**config.mk**
```make
export PLATFORM = sky130hd
export DESIGN_NAME = sync_fifo_nbit
export DESIGN_NICKNAME = d
export VERILOG_FILES = /design/src/rtl/sync_fifo_nbit.sv
export SDC_FILE = /design/constraint.sdc
export NUM_CORES = 1
export LEC_CHECK = 0
export ABC_AREA = 1
export CORE_ASPECT_RATIO = 0.9
export CORE_UTILIZATION = 30
export CTS_CLUSTER_DIAMETER = 100
export DETAILED_ROUTE_END_ITERATION = 8
export DONT_BUFFER_PORTS = 1
export HOLD_SLACK_MARGIN = 0.1
export PLACE_DENSITY_LB_ADDON = 0.08
export SKIP_LAST_GASP = 1
export SYNTH_ARGS = -nofsm -noshare
export SYNTH_HDL_FRONTEND = slang
export SYNTH_SLANG_ARGS = --single-unit
```
**constraint.sdc**
```tcl
create_clock -name clk -period 1.84 [get_ports clk]
set_input_delay 0.184 -clock clk [delete_from_list [all_inputs] [get_ports clk]]
set_output_delay 0.184 -clock clk [all_outputs]
set_load 0.05 [all_outputs]
```
**src/rtl/sync_fifo_nbit.sv**
```systemverilog
`default_nettype none
// +--------------------------------------------------------------------------+
// | Module      : sync_fifo_nbit                                             |
// | Description : Parametrised single-clock FIFO. Register-array storage     |
// |               with read/write pointers and an occupancy counter. All     |
// |               status flags are decoded from the registered count.        |
// | Ports       : clk, reset_n (async, active-low)                           |
// |               wr_en, wr_data          - write request / data             |
// |               rd_en, rd_data, rd_valid- read request / registered data   |
// |               full, empty, almost_full, almost_empty, count - status     |
// |               err_clr, overflow, underflow - only when the macro         |
// |               FIFO_ERR_FLAG_EN is defined (sticky drop indicators)       |
// | Revision    : 1.0 - initial release                                      |
// +--------------------------------------------------------------------------+
module sync_fifo_nbit #(
   parameter int WIDTH     = 8,
   parameter int DEPTH     = 16,
   parameter int AFULL_TH  = 12,
   parameter int AEMPTY_TH = 2
) (
   input  logic                      clk,
   input  logic                      reset_n,
   input  logic                      wr_en,
   input  logic [WIDTH-1:0]          wr_data,
   input  logic                      rd_en,
   output logic [WIDTH-1:0]          rd_data,
   output logic                      rd_valid,
   output logic                      full,
   output logic                      empty,
   output logic                      almost_full,
   output logic                      almost_empty,
   output logic [$clog2(DEPTH):0]    count
`ifdef FIFO_ERR_FLAG_EN
   ,
   input  logic                      err_clr,
   output logic                      overflow,
   output logic                      underflow
`endif
);

   localparam int AW = $clog2(DEPTH);
   localparam logic [AW:0] DEPTH_C  = (AW+1)'(DEPTH);
   localparam logic [AW:0] AFULL_C  = (AW+1)'(AFULL_TH);
   localparam logic [AW:0] AEMPTY_C = (AW+1)'(AEMPTY_TH);

   logic [WIDTH-1:0] mem_q [DEPTH];

   logic [AW-1:0]    wr_ptr_q, wr_ptr_d;
   logic [AW-1:0]    rd_ptr_q, rd_ptr_d;
   logic [AW:0]      count_q,  count_d;
   logic [WIDTH-1:0] rd_data_q, rd_data_d;
   logic             rd_valid_q, rd_valid_d;
   logic             rd_acc, wr_acc;

   // Flags come straight from the registered count, so they never glitch
   // when a read and a write land in the same cycle.
   assign full         = (count_q == DEPTH_C);
   assign empty        = (count_q == '0);
   assign almost_full  = (count_q >= AFULL_C);
   assign almost_empty = (count_q <= AEMPTY_C);
   assign count        = count_q;
   assign rd_data      = rd_data_q;
   assign rd_valid     = rd_valid_q;

   always_comb begin
      // An empty FIFO rejects reads even with a same-cycle write (no
      // fall-through). A full FIFO still accepts a write when a read frees
      // a slot in the same cycle.
      rd_acc     = rd_en & ~empty;
      wr_acc     = wr_en & (~full | rd_acc);

      wr_ptr_d   = wr_ptr_q;
      rd_ptr_d   = rd_ptr_q;
      count_d    = count_q;
      rd_data_d  = rd_data_q;
      rd_valid_d = rd_acc;

      if (wr_acc) begin
         wr_ptr_d = wr_ptr_q + AW'(1);
      end
      if (rd_acc) begin
         rd_ptr_d  = rd_ptr_q + AW'(1);
         rd_data_d = mem_q[rd_ptr_q];
      end

      case ({wr_acc, rd_acc})
         2'b10:   count_d = count_q + (AW+1)'(1);
         2'b01:   count_d = count_q - (AW+1)'(1);
         default: count_d = count_q;
      endcase
   end

   always_ff @(posedge clk or negedge reset_n) begin
      if (!reset_n) begin
         wr_ptr_q   <= '0;
         rd_ptr_q   <= '0;
         count_q    <= '0;
         rd_data_q  <= '0;
         rd_valid_q <= 1'b0;
      end else begin
         wr_ptr_q   <= wr_ptr_d;
         rd_ptr_q   <= rd_ptr_d;
         count_q    <= count_d;
         rd_data_q  <= rd_data_d;
         rd_valid_q <= rd_valid_d;
      end
   end

   // Storage is deliberately left out of reset; stale entries are never
   // visible because reads are gated by the count.
   always_ff @(posedge clk) begin
      if (wr_acc) begin
         mem_q[wr_ptr_q] <= wr_data;
      end
   end

`ifdef FIFO_ERR_FLAG_EN
   logic overflow_q,  overflow_d;
   logic underflow_q, underflow_d;

   // A set event in the same cycle as err_clr wins.
   always_comb begin
      overflow_d  = (overflow_q  & ~err_clr) | (wr_en & ~wr_acc);
      underflow_d = (underflow_q & ~err_clr) | (rd_en & empty);
   end

   always_ff @(posedge clk or negedge reset_n) begin
      if (!reset_n) begin
         overflow_q  <= 1'b0;
         underflow_q <= 1'b0;
      end else begin
         overflow_q  <= overflow_d;
         underflow_q <= underflow_d;
      end
   end

   assign overflow  = overflow_q;
   assign underflow = underflow_q;
`endif

endmodule
`default_nettype wire

```
Yosys cells after proc, flatten, opt, wreduce, memory -nomap -nowiden. Memory sizes are Yosys's and may differ from the RTL's. A register that Yosys moved wholly into a read port is not among the register bits. Cells that the tools add are included.

Register bits: 14. Latch bits: 0. RAM bits: 128. ROM bits: 0. Bits of input ports: 12. Output and inout bits: 18. Word-level logic and storage cells: 25. Memories kept: 1.

Memories: mem_q (words 16, bits a word 8, rd ports 1, clocked after memory_dff 1, wr ports 1, line 46) `logic [WIDTH-1:0] mem_q [DEPTH];`.

$add $sub $neg: 4. Multiply operators: 0. Div/mod/pow operators: 0. Magnitude comparators: 2. Equality and inequality tests: 3. Shift operators: 0. Muxes and demuxes: 3. Bitwise gates (word level): 5. Reductions and logical operators: 3.

Operators by type and width (count): $pmux W5 S2 (1); $add A4 B1 Y4 const B (2); $add A5 B1 Y5 const B (1); $eq A5 B5 Y1 const B (1); $ge A5 B4 Y1 const B (1); $le A5 B2 Y1 const B (1); $logic_not A5 Y1 (1); $sub A5 B1 Y5 const B (1); $and A1 B1 Y1 (2); $eq A2 B1 Y1 const B (1); $eq A2 B2 Y1 const B (1); $mux W1 (2); $not A1 Y1 (2); $reduce_bool A2 Y1 (1); $logic_not A1 Y1 (1); $or A1 B1 Y1 (1).

Depth between registers and ports, before layout.
Word-level depth: 7. Depth in mapped cells: 14.

Least setup slack after synthesis. No wires, ideal clock.

Kind: reg-to-output. Start: register count_q[0] (netlist: count[0]). End: output port almost_empty. Arrival time: 3.168 ns. Required time: 1.656 ns. Slack: -1.512 ns. Cell stages (with the launch flop): 2. Path through: dfrtp_1 > a2111oi_0.

Longest elaborated chain between the ends: 1.

RTL lines: start, declared (line 50) `logic [AW:0] count_q, count_d;`; start signal, assigned (line 103) `count_q <= count_d;`; $le A5 B2 Y1 (line 60) `assign almost_empty = (count_q <= AEMPTY_C);`; end, declared (line 31) `output logic almost_empty,`.

Every way passes these cells.

Worst setup path in the final report.
Start: register count_q[3] (netlist: count[3]). End: output port almost_empty.

Same word-level chain as after synthesis.

==> results.toml <==
[worst_hold_path]
worst_hold_path.endpoint = "wr_ptr_q[0]$_DFFE_PN0P_"
hold-path-cell-count = 3
worst_hold_startpoint = "wr_en"
hp-class = "in2reg"

[synthesis]
synthFlopType = "edfxtp_1"
synth-edff-count = 128
yosys_register_bits = 150
synth_seq_area_share_pct = 65.52
post_synth_most_frequent_cells = "nand2_1, edfxtp_1, inv_1"
netlist_top_cells_area = "edfxtp_1, nand2_1, dfrtp_1"
synth.lib_cells_used.distinct = 28
post-synth-top-area-cell = "edfxtp_1"
syn_nets = 660
postSynthCellCount = 639
synth.yosys.warnings = 0
async_flop_share_pct = 14.67
mappedNetlistArea_um2 = 6706
synth.most_common_cell = "nand2_1"
syn_area_per_cell_um2 = 10.50
post_synth_top_area_share_pct = 57.31

[critical_path]
r2r-start = "count[3]$_DFFE_PN0P_"
critical-path-max-stage-delay_ps = 480
timing.critical_path.fanout_max = 4
worst_ep_arrival_time_ps = 1730
cell_breakdown_of_the_critical_path = "buf_4, buf_12, a2111oi_4, buf_6"
worst-endpoint-required_ps = 1660
worstSetupEndpointType = "primary output"
reg2reg_setup_slack_ps = -50
reg2regPathDepth = 12
critical_path_class = "reg2out"
cp-start-kind = "flip-flop"
critical_path.reg2reg.endpoint = "count[3]$_DFFE_PN0P_"
critical-path-slowest-cell = "dfrtp_4"

[cts]
clk_root_buffer_cell = "clkbuf_16"
clkSinkCount = 150
tritoncts.num_buffers = 17
buffers_from_clock_root_to_sink_at_most = 2
clk-insertion-delay-late_ps = 430
clk_pin_slew_ps = 60
post_cts_hold_buffer_count = 13
htreeDepth = 4
tritoncts_clock_tree = "done"

[sta]
slew_headroom_pct = 33.78
worst_hold_slack_ps = 18.94
finalWorstPathRequiredPeriod_ps = 1915
grt_setup_unrepaired = "yes"
finalSetupViolCount = 19
timing_worst_slew_pin_value_ps = 990.0
timing.final.ws_setup_ps = -75.44
report.final.slew_viol_count = 0
final_worst_clock_skew_ps = 11.31
max_clock_freq_mhz = 522.1
post-route-period-util_pct = 104.1
timing_hold_violations_final = 0

[layout]
areaGrowthSynthToFinish_pct = 21.23
fraction_of_layout_cells_with_a_size_suffix_above_1_pct = 16.86
antenna_cells = 0
layout.nets = 696

[die]
die-area_um2 = 22960
row_count = 51
floorplan.die.height_um = 143.8
horizontal_die_dimension_um = 159.6
num_io_pins = 30
design.core.area_um2 = 21760
initial_core_utilization_pct = 30.82

[routing]
via_count = 4367
avgViaCountPerCell = 4.461
ant_nets = 0
route.detailed.drc = 0
drt_first_pass_iters = 4
drt-total-wl_um = 17570
route.detailed.wl_per_inst_um = 17.94
drt_iter0_drc = 319

[global_route]
grt_resource_usage_total_pct = 16.34
pin_count_of_the_biggest_net_entering_global_routing = 43
grt_first_pass_wirelength_um = 26860
congestion_overflow_gr = 0
vias_in_the_first_global_route = 4566
number_of_antenna_violations_at_the_first_check_in_global_routing = 1

[placement]
placement.io_buffers = 0
hpwlAfterDp_um = 11420
placement.setup.worst_slack_ps = -157.8
place.gp.congestion = 0.7878

[power_and_ir_drop]
power.density_nw_per_um2 = 1674
leakage_nw = 3.376
vdd.ir_drop.worst_v = 0.0006144

[status]
result_of_the_run = "finished, violations left"
failed_checks = "negative setup slack"

[run]
cap_viol_max_count = 0
-- layer usage --
metal	global-route usage [%]	share of wire (%)	routed length [um]	vias up
li1	-	-	-	2150
met3	3.550	2.6	456	14
met1	20.99	47	8322	2153
met4	5.466	1.4	241	0
met2	27.40	49	8547	50
met5	0	0	0	-
-- area by class of cell --
cell class,count,area [um^2]
Clock buffer,19,432.9
Multi-Input combinational cell,369,1904
Fill cell,2154,13630
Sequential cell,150,4404
Clock inverter,13,203.9
Inverter,93,360.3
Timing Repair Buffer,44,460.4
Tap cell,291,364.1
-- critical path: cells and delay by family (launching register included) --
kind / cells / cell delay, ps
buffers and inverters: 3 / 500
AO/OA/AOI/OAI: 1 / 320
flip-flops: 1 / 480
-- registers in the layout (all words and copies together) (netlist names) --
name	cells
rd_ptr_q	4
rd_valid	1
mem_q	128
wr_ptr_q	4
rd_data	8
count	5
-- power by group --
group	internal, mW	leakage [nW]	switching (mW)	total, mW
combinational	1.68	1.66	3.36	5.04
clock	2.40	0.301	1.35	3.75
sequential	4.22	1.41	0.591	4.82
-- placed cells by master (no fill, tap or decap), types with 3 or more instances in the layout --
master	instances
nor2_1	3
clkinvlp_4	4
clkbuf_16	17
ha_1	6
dlygate4sd3_1	11
dfrtp_1	16
nand3_4	3
dfrtp_2	5
bufinv_16	5
inv_4	3
xor2_1	7
nor2_2	14
nand2_1	217
inv_1	83
edfxtp_1	128
buf_4	23
o21ai_1	3
buf_12	7
nand3_2	5
nand2_4	3
inv_2	5
nand3_1	82
o211ai_1	8
-- worst max-delay path by stage --
stage,from,to,cells after the start
6_report,count[3]$_DFFE_PN0P_,almost_empty,4
5_1_grt,count[3]$_DFFE_PN0P_,count[4]$_DFFE_PN0P_,14
4_1_cts,count[3]$_DFFE_PN0P_,mem_q[0][0]$_DFFE_PP_,6
3_5_place_dp,count[3]$_DFFE_PN0P_,mem_q[12][4]$_DFFE_PP_,6
3_3_place_gp,count[3]$_DFFE_PN0P_,mem_q[9][5]$_DFFE_PP_,6
2_1_floorplan,count[3]$_DFFE_PN0P_,count[4]$_DFFE_PN0P_,13
-- through the flow --
| stage | total power [mW] | instances | area (um^2) | TNS, ps | util (%) |
|---|---|---|---|---|---|
| global route | 14.45 | 979 | 8130 | -4773 | 37.36 |
| finish | 13.61 | 979 | 8130 | -688.8 | 37.36 |
| detailed placement | 9.587 | 927 | 7172 | -6146 | 32.96 |
| global placement | 9.556 | 927 | 7172 | -2756 | 32.96 |
| CTS | 13.69 | 976 | 8060 | -1281 | 37.04 |
| floorplan | 8.132 | 639 | 6779 | -190.0 | - |
-- what timing repair did --
item / in CTS / in global routing
buffers inserted: 4 / 5
endpoints found under the hold margin: 160 / 2
gates cloned: 0 / 0
resized for setup: 22 / 12
setup endpoints to repair: 122 / 48
pin swaps: 6 / 17
-- logic make-up (layout without fill, tap and decap cells) --
logic type      Yosys count  after routing  share of synthesized area, %
xor+xnor                  8              8                         1.157
buf+inv                 120            169                         8.451
fa+ha+maj                 9              9                         1.791
simple gates            333            333                         21.14
flops                   150            150                         65.52
compound gates           19             19                         1.940
Power figures use the tool's default switching activity.
